--- config.mk ---
export PLATFORM = sky130hd
export DESIGN_NAME = prescaled_bcd_counter
export DESIGN_NICKNAME = d
export VERILOG_FILES = /design/src/rtl/prescaled_bcd_counter.sv
export SDC_FILE = /design/constraint.sdc
export NUM_CORES = 1
export LEC_CHECK = 0
export ABC_AREA = 1
export ABC_CLOCK_PERIOD_IN_PS = 1600
export CELL_PAD_IN_SITES_DETAIL_PLACEMENT = 0
export CELL_PAD_IN_SITES_GLOBAL_PLACEMENT = 1
export CORE_UTILIZATION = 37
export CTS_BUF_LIST = sky130_fd_sc_hd__clkbuf_8
export CTS_CLUSTER_DIAMETER = 30
export DETAILED_ROUTE_END_ITERATION = 16
export HOLD_SLACK_MARGIN = 0.08
export MAX_ROUTING_LAYER = met4
export PLACE_DENSITY_LB_ADDON = 0.2
export SYNTH_ARGS = -nofsm -noshare
export SYNTH_HDL_FRONTEND = slang
export SYNTH_SLANG_ARGS = --single-unit
--- constraint.sdc ---
create_clock -name CLK -period 1.6 [get_ports CLK]
set_input_delay 0.16 -clock CLK [delete_from_list [all_inputs] [get_ports CLK]]
set_output_delay 0.16 -clock CLK [all_outputs]
set_load 0.02 [all_outputs]
--- src/rtl/prescaled_bcd_counter.sv ---
// Prescaled multi-digit BCD up/down counter with cascade carry/borrow output.
// Optional synchronous load is compiled in when PRESCALED_BCD_COUNTER_LOAD_EN is defined.
module prescaled_bcd_counter #(
  parameter int unsigned DIV    = 25000000,
  parameter int unsigned DIGITS = 4
) (
  input  logic                  CLK,
  input  logic                  RSTn,
  input  logic                  ENABLE,
  input  logic                  UP,
  input  logic                  CLR,
  input  logic                  LOAD,
  input  logic [4*DIGITS-1:0]   LOAD_VAL,
  output logic [4*DIGITS-1:0]   COUNT,
  output logic                  TICK,
  output logic                  TC
);

  localparam int unsigned   PW        = (DIV > 1) ? $clog2(DIV) : 1;
  localparam logic [PW-1:0] PRESC_MAX = PW'(DIV - 1);

  logic [PW-1:0]          r_presc;
  logic [4*DIGITS-1:0]    r_count;
  logic [4*DIGITS-1:0]    w_count_next;
  logic                   w_tick;
  logic [DIGITS:0]        w_step;

  // RSTn gates the tick so a DIV=1 counter stays quiet while held in reset.
  assign w_tick    = ENABLE & RSTn & (r_presc == PRESC_MAX);
  assign w_step[0] = w_tick;

`ifdef PRESCALED_BCD_COUNTER_LOAD_EN
  logic [4*DIGITS-1:0]    w_load_bcd;
`else
  logic                   w_load_unused;
  assign w_load_unused = ^{LOAD, LOAD_VAL};
`endif

  genvar gi;
  generate
    for (gi = 0; gi < DIGITS; gi++) begin : g_digit
      logic [3:0] w_digit;
      assign w_digit = r_count[4*gi +: 4];

      // w_step[gi] is the ripple carry (up) or borrow (down) entering this digit.
      assign w_step[gi+1] = w_step[gi] & (UP ? (w_digit == 4'd9) : (w_digit == 4'd0));

      assign w_count_next[4*gi +: 4] =
        !w_step[gi] ? w_digit :
        UP          ? ((w_digit == 4'd9) ? 4'd0 : w_digit + 4'd1) :
                      ((w_digit == 4'd0) ? 4'd9 : w_digit - 4'd1);

`ifdef PRESCALED_BCD_COUNTER_LOAD_EN
      assign w_load_bcd[4*gi +: 4] =
        (LOAD_VAL[4*gi +: 4] > 4'd9) ? 4'd9 : LOAD_VAL[4*gi +: 4];
`endif
    end
  endgenerate

  always_ff @(posedge CLK or negedge RSTn) begin
    if (!RSTn) begin
      r_presc <= '0;
      r_count <= '0;
    end else if (CLR) begin
      r_presc <= '0;
      r_count <= '0;
`ifdef PRESCALED_BCD_COUNTER_LOAD_EN
    end else if (LOAD) begin
      r_presc <= '0;
      r_count <= w_load_bcd;
`endif
    end else if (ENABLE) begin
      r_presc <= w_tick ? '0 : r_presc + 1'b1;
      r_count <= w_count_next;
    end
  end

  assign COUNT = r_count;
  assign TICK  = w_tick;
  assign TC    = w_step[DIGITS];

endmodule
==> qor.csv, run 1 <==
metric;value;unit
grt_pass1_wl;14300;um
slew-limit-headroom;63.0;%
dp.cells;641;
ys.flop_type;dfrtp_1;
ios;40;
dr_total_vias;3298;
drc;0;
arrival;1.63;ns
ys_async_sr_fraction;100;%
synth-seq-cells;41;
vdd_drop_max;0.000446;V
port_buffers;22;
die_area;0.00808;mm2
gp_congestion;0.890;
final.setup.tns;-0.954;ns
crit_type;flop to output pin;
cts_tree;done;
die-height;89.9;um
num_antenna_cells;0;
cts_root_buf;clkbuf_8;
grt_overflow;0;
synth-seq-area-share;35.9;%
max_freq;560;MHz
synth_cell_type_count;33;
synthTopCellsByArea;dfrtp_1, nand2_1, nor2_1;
place_area;0.00399;mm2
rows;31;
synth_nets;444;
fin_crit;1.79;ns
insertion_delay;0.30;ns
synth_edf_count;0;
syn_to_final_growth;66.6;%
endpoint_kind;output pin;
htreeDepth;2;
syn_inst;415;
worst_slew_pin_slew;0.554;ns
synth_area_leader_cell;dfrtp_1;
whs;0.518;ns
finalHoldViolCount;0;
drv_cap;0;
critical_path.startpoint;COUNT[8]$_DFFE_PN0P_;
dp_hpwl;6330;um
clkTransAtPathRegs;0.09;ns
layout-drive-gt1-share;45.3;%
die_width;89.9;um
wl_per_cell;13.6;um
start_util;38.8;%
worst_slack;-0.185;ns
pre_cts_slack;-0.417;ns
violations;setup timing;
period_share;112;%
antenna_found_initial;0;
grt_util_all_layers;22.4;%
crit_path_max_fanout;4;
timing.rr.start;COUNT[12]$_DFFE_PN0P_;
hp-class;input pin to asynchronous set/reset pin;
vias_per_cell;4.94;
power_density;596;mW/mm2
grt_pass1_vias;3171;
synth_top_area_share;35.9;%
grt_max_degree;42;
clock_path_buffers;2;
core-area;0.00737;mm2
leakage;0.00235;uW
design_area;0.00476;mm2
finalMaxSlewViolations;0;
avgSynthCellArea;6.88;um2
outcome;complete, but fails checks;
finalNonFillerCells;668;
drt_wl_total;9070;um
drtIter0Drc;112;
cts_sinks;41;
cts_buffers;5;
ant_nets;0;
crit_required;1.44;ns
rsz0062_at_grt;true;
startpoint_type;flop;
fillers;661;
dr.pass1.iters;4;
finalSetupViolCount;18;
netlist_area;0.00286;mm2
num-nets-final;597;
fin_skew;0.00702;ns
ys_warn_count;0;
## cells in the final DEF (no fill, tap or decap), types with 3 or more instances in the layout
cell type / netlist / layout
buf_4: 2 / 120
nand2_1: 106 / 89
dfrtp_1: 41 / 39
nor2_1: 60 / 38
inv_1: 46 / 36
nand3_1: 30 / 24
nand2_2: 9 / 20
nor2_4: 6 / 19
o21ai_0: 27 / 15
a21oi_1: 20 / 14
inv_2: 2 / 12
o21ai_2: 0 / 11
nor2_2: 1 / 10
nand4_1: 9 / 9
buf_6: 1 / 8
dlymetal6s2s_1: 0 / 8
nand3_2: 2 / 7
nor3_1: 13 / 7
a21oi_2: 0 / 6
clkbuf_8: 0 / 6
dlygate4sd2_1: 0 / 6
nand2_4: 0 / 5
clkdlybuf4s50_1: 0 / 5
nor3_2: 0 / 4
xor2_1: 6 / 4
o21ai_1: 2 / 3
o22ai_1: 5 / 3
ha_2: 0 / 3
ha_4: 0 / 3
## power by group
group / switching, uW / leakage [uW] / internal [uW]
Combinational: 422 / 0.00174 / 399
Clock: 401 / 0.0000574 / 508
Sequential: 37.1 / 0.000561 / 1070
## synth_stat cells (2+ instances only)
| master | number |
|---|---|
| a31oi_1 | 3 |
| a21oi_1 | 20 |
| or2_2 | 2 |
| o21ai_0 | 27 |
| xor2_1 | 6 |
| nor3_1 | 13 |
| clkinv_1 | 3 |
| nand2_1 | 106 |
| nand3_1 | 30 |
| nor2_1 | 60 |
| clkbuf_1 | 2 |
| nor2_4 | 6 |
| dfrtp_1 | 41 |
| nand3_2 | 2 |
| ha_1 | 7 |
| o22ai_1 | 5 |
| nand2_2 | 9 |
| o21ai_1 | 2 |
| inv_1 | 46 |
| buf_4 | 2 |
| nand4_1 | 9 |
| o211ai_1 | 2 |
| inv_2 | 2 |
## state kept, by name, indices dropped and copies added (netlist names)
signal   flops
COUNT       16
r_presc     25
## per-stage QoR
stage | power, uW | util (%)
final | 2840 | 64.6
after global routing | 2980 | 64.6
after CTS | 2730 | 58.4
after detailed placement | 1740 | 54.1
after global placement | 1730 | 54.1
after floorplan | 1410 | -
## logic make-up after synthesis
kind of cell             after synthesis  share of synthesized area [%]
buffers and inverters                 56                           7.88
XOR/XNOR                               7                           2.15
adder cells (fa/ha/maj)                7                           3.07
flip-flops                            41                           35.9
AND/OR/NAND/NOR                      243                           39.6
AO/OA/AOI/OAI                         61                           11.4
## routing by layer
layer / share of wire [%] / global-route usage (%)
met1: 42 / 25.4
met4: 2.6 / 6.99
met5: 0 / -
met3: 2.4 / 2.88
met2: 53 / 40.8
## critical path, cell delays in order (launching register included)
cell,delay [ns]
dfrtp_2,0.45
inv_2,0.07
ha_1,0.16
nand4_1,0.16
nand2_2,0.14
nand3_2,0.09
nor2_4,0.13
buf_6,0.12
## what timing repair did
| action | 4_1_cts | 5_1_grt |
|---|---|---|
| setup endpoints to repair | 38 | 50 |
| buffers inserted | 11 | 8 |
| endpoints found under the hold margin | 41 | 0 |
| resized for setup | 56 | 116 |
| pin swaps | 19 | 35 |
| hold buffers | 1 | 0 |
| cloned | 0 | 1 |
## worst paths after layout
kind / slack [ns] / endpoint / depth (start not counted)
max: -0.19 / TC / 7
min: 0.52 / r_presc[15]$_DFFE_PN0P_ / 3
max reg2reg: -0.15 / COUNT[13]$_DFFE_PN0P_ / 11
min reg2reg: 0.56 / r_presc[0]$_DFFE_PN0P_ / 2
max in group asynchronous: 0.66 / COUNT[15]$_DFFE_PN0P_ / 3
min in group CLK: 0.56 / r_presc[0]$_DFFE_PN0P_ / 2
## final cells by class
type	instances	area, um2	share of cell area, %
multi-input combinational	318	2050	43.0
timing repair buffer	151	1240	26.1
sequential	41	1030	21.6
inverter	51	198	4.15
tap	99	124	2.60
clock buffer	6	82.6	1.74
clock inverter	2	37.5	0.789
Power figures use the tool's default switching activity.
==> run 2: changes to the inputs <==
--- a/config.mk
+++ b/config.mk
@@ -16,6 +16,7 @@
 export HOLD_SLACK_MARGIN = 0.08
 export MAX_ROUTING_LAYER = met4
 export PLACE_DENSITY_LB_ADDON = 0.2
+export REMOVE_ABC_BUFFERS = 1
 export SYNTH_ARGS = -nofsm -noshare
 export SYNTH_HDL_FRONTEND = slang
 export SYNTH_SLANG_ARGS = --single-unit
==> run 2 against run 1 <==
  * Design area is 0.71% lower
  * Worst setup slack better by 0.025 ns
  * Hold slack worse by 0.010 ns
  * The run still ends with setup timing left
  * Sequential power hardly changed
  * Largest cell class unchanged
  * Critical path type unchanged
==> qor.csv, run 2 (synthesized netlist as in run 1, its figures left out) <==
metric;value;unit;change
fillers;666;;+0.76%
syn_to_final_growth;65.4;%;
max_freq;568;MHz;+1.4%
timing.rr.start;r_presc[1]$_DFFE_PN0P_;;
worst_slew_pin_slew;0.552;ns;-0.00253 ns
cts_sinks;41;;unchanged
finalSetupViolCount;27;;+9
grt_pass1_vias;3146;;-0.79%
violations;setup timing;;
antenna_found_initial;0;;unchanged
dr_total_vias;3246;;-1.6%
drt_wl_total;9260;um;+2.1%
slew-limit-headroom;63.2;%;+0.17 points
dr.pass1.iters;4;;unchanged
rows;31;;unchanged
htreeDepth;2;;unchanged
mostFrequentLayoutCells;buf_4, nand2_1, nor2_1;;
crit_required;1.44;ns;about the same
fin_skew;0.0116;ns;+0.00456 ns
drv_cap;0;;unchanged
insertion_delay;0.30;ns;about the same
largest-register;r_presc;;
drtIter0Drc;146;;+30%
cts_tree;done;;
clkTransAtPathRegs;0.08;ns;about the same
fin_crit;1.76;ns;-0.0251 ns
cts_root_buf;clkbuf_8;;
grt_max_degree;42;;unchanged
start_util;38.8;%;unchanged
vdd_drop_max;0.000304;V;-32%
clock_path_buffers;2;;unchanged
port_buffers;22;;unchanged
vias_per_cell;4.88;;-1.1%
ant_nets;0;;unchanged
whs;0.508;ns;-0.0100 ns
outcome;complete, but fails checks;;
num-nets-final;594;;-0.50%
grt_overflow;0;;unchanged
finalMaxSlewViolations;0;;unchanged
die_width;89.9;um;unchanged
die_area;0.00808;mm2;unchanged
endpoint_kind;output pin;;
startpoint_type;flop;;
hp-class;input pin to asynchronous set/reset pin;;
power_density;540;mW/mm2;-9.5%
arrival;1.60;ns;-0.03 ns
cts_buffers;5;;unchanged
grt_pass1_wl;14900;um;+4.1%
drc;0;;unchanged
crit_type;flop to output pin;;
worst_slack;-0.160;ns;+0.0251 ns
grt_util_all_layers;23.2;%;+0.86 points
wl_per_cell;13.9;um;+2.6%
gp_congestion;0.938;;+5.4%
layout-drive-gt1-share;42.8;%;-2.6 points
crit_path_max_fanout;2;;-2
ios;40;;unchanged
dp.cells;632;;-1.4%
worstReg2RegEnd;r_presc[8]$_DFFE_PN0P_;;
largest_reg_flops;25;;unchanged
period_share;110;%;-1.6 points
mostFrequentLayoutCell;buf_4;;
num_antenna_cells;0;;unchanged
core-area;0.00737;mm2;unchanged
rrSetupSlack;-0.07;ns;+0.08 ns
finalHoldViolCount;0;;unchanged
leakage;0.00237;uW;+0.65%
die-height;89.9;um;unchanged
dp_hpwl;6430;um;+1.6%
rsz0062_at_grt;true;;
finalNonFillerCells;665;;-0.45%
r2r_cells;11;;unchanged
-- run 2: cell count changes in the layout (fill, tap and decap cells not counted), moves of 4 or more --
| cell | delta |
|---|---|
| buf_6 | +13 |
| nand3_4 | +4 |
| dlygate4sd2_1 | -4 |
| inv_1 | +4 |
| nor2_1 | +5 |
| buf_4 | -15 |
| nand3_1 | -4 |
-- run 2: what timing repair did --
item	in CTS	in global routing
resized for setup	73	104
hold buffers	1	0
buffers inserted	10	16
endpoints found under the setup margin	42	50
gates cloned	1	0
hold endpoints to repair	41	0
pin swaps	25	33
-- run 2: cell type report --
class | instances | area [um2] | share of cell area [%]
clock buffer | 5 | 68.8 | 1.46
tap | 99 | 124 | 2.62
multi-input combinational | 318 | 2030 | 42.9
inverter | 51 | 201 | 4.26
timing repair buffer | 148 | 1260 | 26.8
sequential | 41 | 1030 | 21.7
clock inverter | 3 | 11.3 | 0.238
-- run 2: per-stage QoR --
stage	cell area [um2]	setup WS (ns)	util [%]	setup TNS [ns]	power (uW)
floorplan	2820	-0.0587	-	-0.116	1390
global placement	3920	-0.516	53.2	-7.29	1720
detailed placement	3920	-0.486	53.2	-7.55	1720
CTS	4260	-0.146	57.8	-0.610	2450
global route	4730	-0.255	64.1	-3.88	2690
finish	4730	-0.160	64.1	-1.09	2550
-- run 2: how the worst max path moves through the flow --
stage | startpoint | endpoint | slack, ns | cells after the start
after detailed placement | ENABLE | TICK | -0.49 | 7
final | COUNT[13]$_DFFE_PN0P_ | TC | -0.16 | 8
after floorplan | COUNT[12]$_DFFE_PN0P_ | TC | -0.06 | 8
after CTS | COUNT[12]$_DFFE_PN0P_ | TC | -0.15 | 9
after global placement | ENABLE | TC | -0.52 | 8
after global routing | COUNT[13]$_DFFE_PN0P_ | TC | -0.25 | 8
-- run 2: routing by layer --
layer / track usage (%) / part of all wire [%] / up-vias
met5: - / 0 / -
met2: 38.4 / 49 / 65
met1: 30.2 / 47 / 1521
li1: - / - / 1650
met3: 3.72 / 3.5 / 10
met4: 4.84 / 0.81 / 0
-- run 2: worst max-delay path, cell delays in order, from the launching register on --
cell and delay [ns]:
dfrtp_1 0.39, inv_2 0.09, buf_4 0.12, ha_4 0.12, nand4_1 0.12, nand2_2 0.12, nand3_2 0.09, nor2_4 0.12
buf_6 0.12
-- run 2: where the power goes --
| group | internal [uW] | switching (uW) | leakage (uW) |
|---|---|---|---|
| logic | 377 | 399 | 0.00176 |
| registers | 1070 | 37.1 | 0.000562 |
| clock network | 292 | 377 | 0.0000519 |
| total | 1740 | 813 | 0.00237 |
==> run 3: changes to the inputs <==
--- a/config.mk
+++ b/config.mk
@@ -13,6 +13,7 @@
 export CTS_BUF_LIST = sky130_fd_sc_hd__clkbuf_8
 export CTS_CLUSTER_DIAMETER = 30
 export DETAILED_ROUTE_END_ITERATION = 16
+export GPL_ROUTABILITY_DRIVEN = 0
 export HOLD_SLACK_MARGIN = 0.08
 export MAX_ROUTING_LAYER = met4
 export PLACE_DENSITY_LB_ADDON = 0.2
==> run 3 against run 2 <==
  * The run still ends with setup timing left
  * Cell count is 1.4% lower
  * Worst setup slack worse by 0.023 ns
  * Utilization down 2.7 points
  * Sequential share of layout area is 0.93 points higher
  * Clock skew shrank 0.0062 ns
  * Design area decreased by 4.2%
  * Largest cell class unchanged
  * Largest power group unchanged
==> qor.csv, run 3 (synthesized netlist as in run 1, its figures left out) <==
metric;value;unit;change
outcome;complete, but fails checks;;
power_frac_comb;28.6;%;-1.8 points
clock_path_buffers;2;;unchanged
rsz0062_at_grt;true;;
finalMaxSlewViolations;0;;unchanged
worst_slack;-0.183;ns;-0.0226 ns
rows;31;;unchanged
cts_sinks;41;;unchanged
mostFrequentLayoutCells;buf_4, nand2_1, nor2_1;;
vdd_drop_max;0.000403;V;+32%
clkTransAtPathRegs;0.09;ns;about the same
syn_to_final_growth;58.5;%;
p_clk_share;27.7;%;+1.5 points
p_sw_share;32.1;%;+0.21 points
start_util;38.8;%;unchanged
worst_slew_pin_slew;0.549;ns;-0.00239 ns
critPathMaxStageDelay;0.42;ns;+0.03 ns
die_area;0.00808;mm2;unchanged
place_area;0.00394;mm2;+0.57%
grt_pass1_wl;14000;um;-5.6%
fin_crit;1.78;ns;+0.0226 ns
period_share;111;%;+1.4 points
dr.pass1.iters;4;;unchanged
vias_per_cell;4.85;;-0.56%
drtIter0Drc;190;;+30%
cts_root_buf;clkbuf_8;;
drv_cap;0;;unchanged
power_density;559;mW/mm2;+3.6%
dp_hpwl;6380;um;-0.80%
fin_skew;0.00542;ns;-0.00616 ns
crit_required;1.82;ns;+0.38 ns
num-nets-final;585;;-1.5%
crit_path_max_fanout;5;;+3
cts_tree;done;;
design_area;0.00453;mm2;-4.2%
ant_nets;0;;unchanged
arrival;2.00;ns;+0.40 ns
ios;40;;unchanged
internal-power;1720;uW;-1.1%
antenna_found_initial;0;;unchanged
leakage;0.00223;uW;-5.9%
die-height;89.9;um;unchanged
drt_wl_total;8650;um;-6.7%
crit_chain;ha_4 > nand3_4 > inv_4 > nand3_4 > nor2_8 > buf_6 > buf_8 > nor2_4 > buf_6 > nand2_2 > a31oi_1;;
grt_pass1_vias;2980;;-5.3%
insertion_delay;0.30;ns;about the same
num_antenna_cells;0;;unchanged
power_frac_seq;43.6;%;+0.2 points
wl_per_cell;13.2;um;-5.4%
mostFrequentLayoutCell;buf_4;;
p_total;2530;uW;-0.75%
startpoint_type;flop;;
finalSetupViolCount;39;;+44%
p_sw;812;uW;about the same
largest-register;r_presc;;
core-area;0.00737;mm2;unchanged
grt_max_degree;42;;unchanged
htreeDepth;2;;unchanged
fillers;685;;+2.9%
grt_util_all_layers;21.9;%;-1.3 points
largest_reg_flops;25;;unchanged
dr_total_vias;3184;;-1.9%
max_freq;561;MHz;-1.3%
crit_slowest_cell;dfrtp_1;;
layout-drive-gt1-share;40.0;%;-2.7 points
port_buffers;22;;unchanged
crit_type;flop to flop;;
grt_overflow;0;;unchanged
drc;0;;unchanged
violations;setup timing;;
hp-class;input pin to asynchronous set/reset pin;;
slew-limit-headroom;63.4;%;+0.16 points
finalHoldViolCount;0;;unchanged
die_width;89.9;um;unchanged
endpoint_kind;flop;;
cts_buffers;5;;unchanged
==> run 3: cell count changes in the layout (fill, tap and decap cells not counted), sizes merged <==
cell           previous run  this run
clkinvlp                  0         1
inv                      53        50
dlygate4sd2               2         5
dlymetal6s2s              9         7
clkdlybuf4s50             8         7
buf                     128       119
clkinv                    1         3
==> run 3: power groups by stage <==
stage          Combinational (uW)  Clock, uW  Sequential [uW]
6_report                      725        702             1100
2_1_floorplan                 229          0             1160
4_1_cts                       658        726             1100
5_1_grt                       800        758             1110
3_5_place_dp                  608          0             1120
3_3_place_gp                  603          0             1110
==> run 3: final timing paths <==
kind | start | end | slack, ns | cells past startpoint
max in group asynchronous | RSTn | COUNT[11]$_DFFE_PN0P_ | 0.72 | 3
max reg2reg | r_presc[0]$_DFFE_PN0P_ | r_presc[12]$_DFFE_PN0P_ | -0.18 | 11
min in group CLK | COUNT[3]$_DFFE_PN0P_ | COUNT[3]$_DFFE_PN0P_ | 0.60 | 3
max | r_presc[0]$_DFFE_PN0P_ | r_presc[12]$_DFFE_PN0P_ | -0.18 | 11
min | RSTn | r_presc[22]$_DFFE_PN0P_ | 0.49 | 3
min reg2reg | COUNT[3]$_DFFE_PN0P_ | COUNT[3]$_DFFE_PN0P_ | 0.60 | 3
==> run 3: area by class of cell <==
type | instances | area, um2 | area share (%)
Tap cell | 99 | 124 | 2.74
Multi-Input combinational cell | 318 | 1930 | 42.7
Sequential cell | 41 | 1030 | 22.7
Inverter | 51 | 201 | 4.45
Clock buffer | 5 | 68.8 | 1.52
Timing Repair Buffer | 139 | 1150 | 25.5
Clock inverter | 3 | 17.5 | 0.387
==> run 3: timing repair <==
| item | 4_1_cts | 5_1_grt |
|---|---|---|
| endpoints found under the hold margin | 41 | 0 |
| buffers inserted | 5 | 7 |
| setup endpoints to repair | 45 | 49 |
| pin swaps | 22 | 23 |
| gates cloned | 1 | 0 |
| hold buffers | 1 | 0 |
| gates resized for setup | 71 | 76 |
==> run 3: critical path: cells and delay by family (launching register included) <==
family | cells | cell delay (ns)
AOI/OAI and AO/OA | 1 | 0.16
adders and majority gates | 1 | 0.19
buffers and inverters | 4 | 0.47
DFF | 1 | 0.42
and+or+nand+nor | 5 | 0.46
==> run 3: per-layer routing <==
metal  track usage [%]  share of wire, %  vias to the layer above
li1                  -                 -                     1628
met1              30.4                48                     1483
met2              34.7                47                       63
met3              2.37               4.1                       10
met4              4.57               1.2                        0
met5                 -                 0                        -
==> run 3: through the flow <==
| stage | TNS, ns | std cells | hold WS, ns | setup slack (ns) | util, % |
|---|---|---|---|---|---|
| after CTS | -3.41 | 649 | 0.525 | -0.151 | 57.2 |
| after global placement | -10.61 | 635 | 0.315 | -0.510 | 53.5 |
| after floorplan | -0.116 | 410 | -0.136 | -0.0587 | - |
| final | -3.10 | 656 | 0.489 | -0.183 | 61.4 |
| after detailed placement | -11.33 | 635 | 0.313 | -0.516 | 53.5 |
| after global routing | -5.83 | 656 | 0.573 | -0.254 | 61.4 |
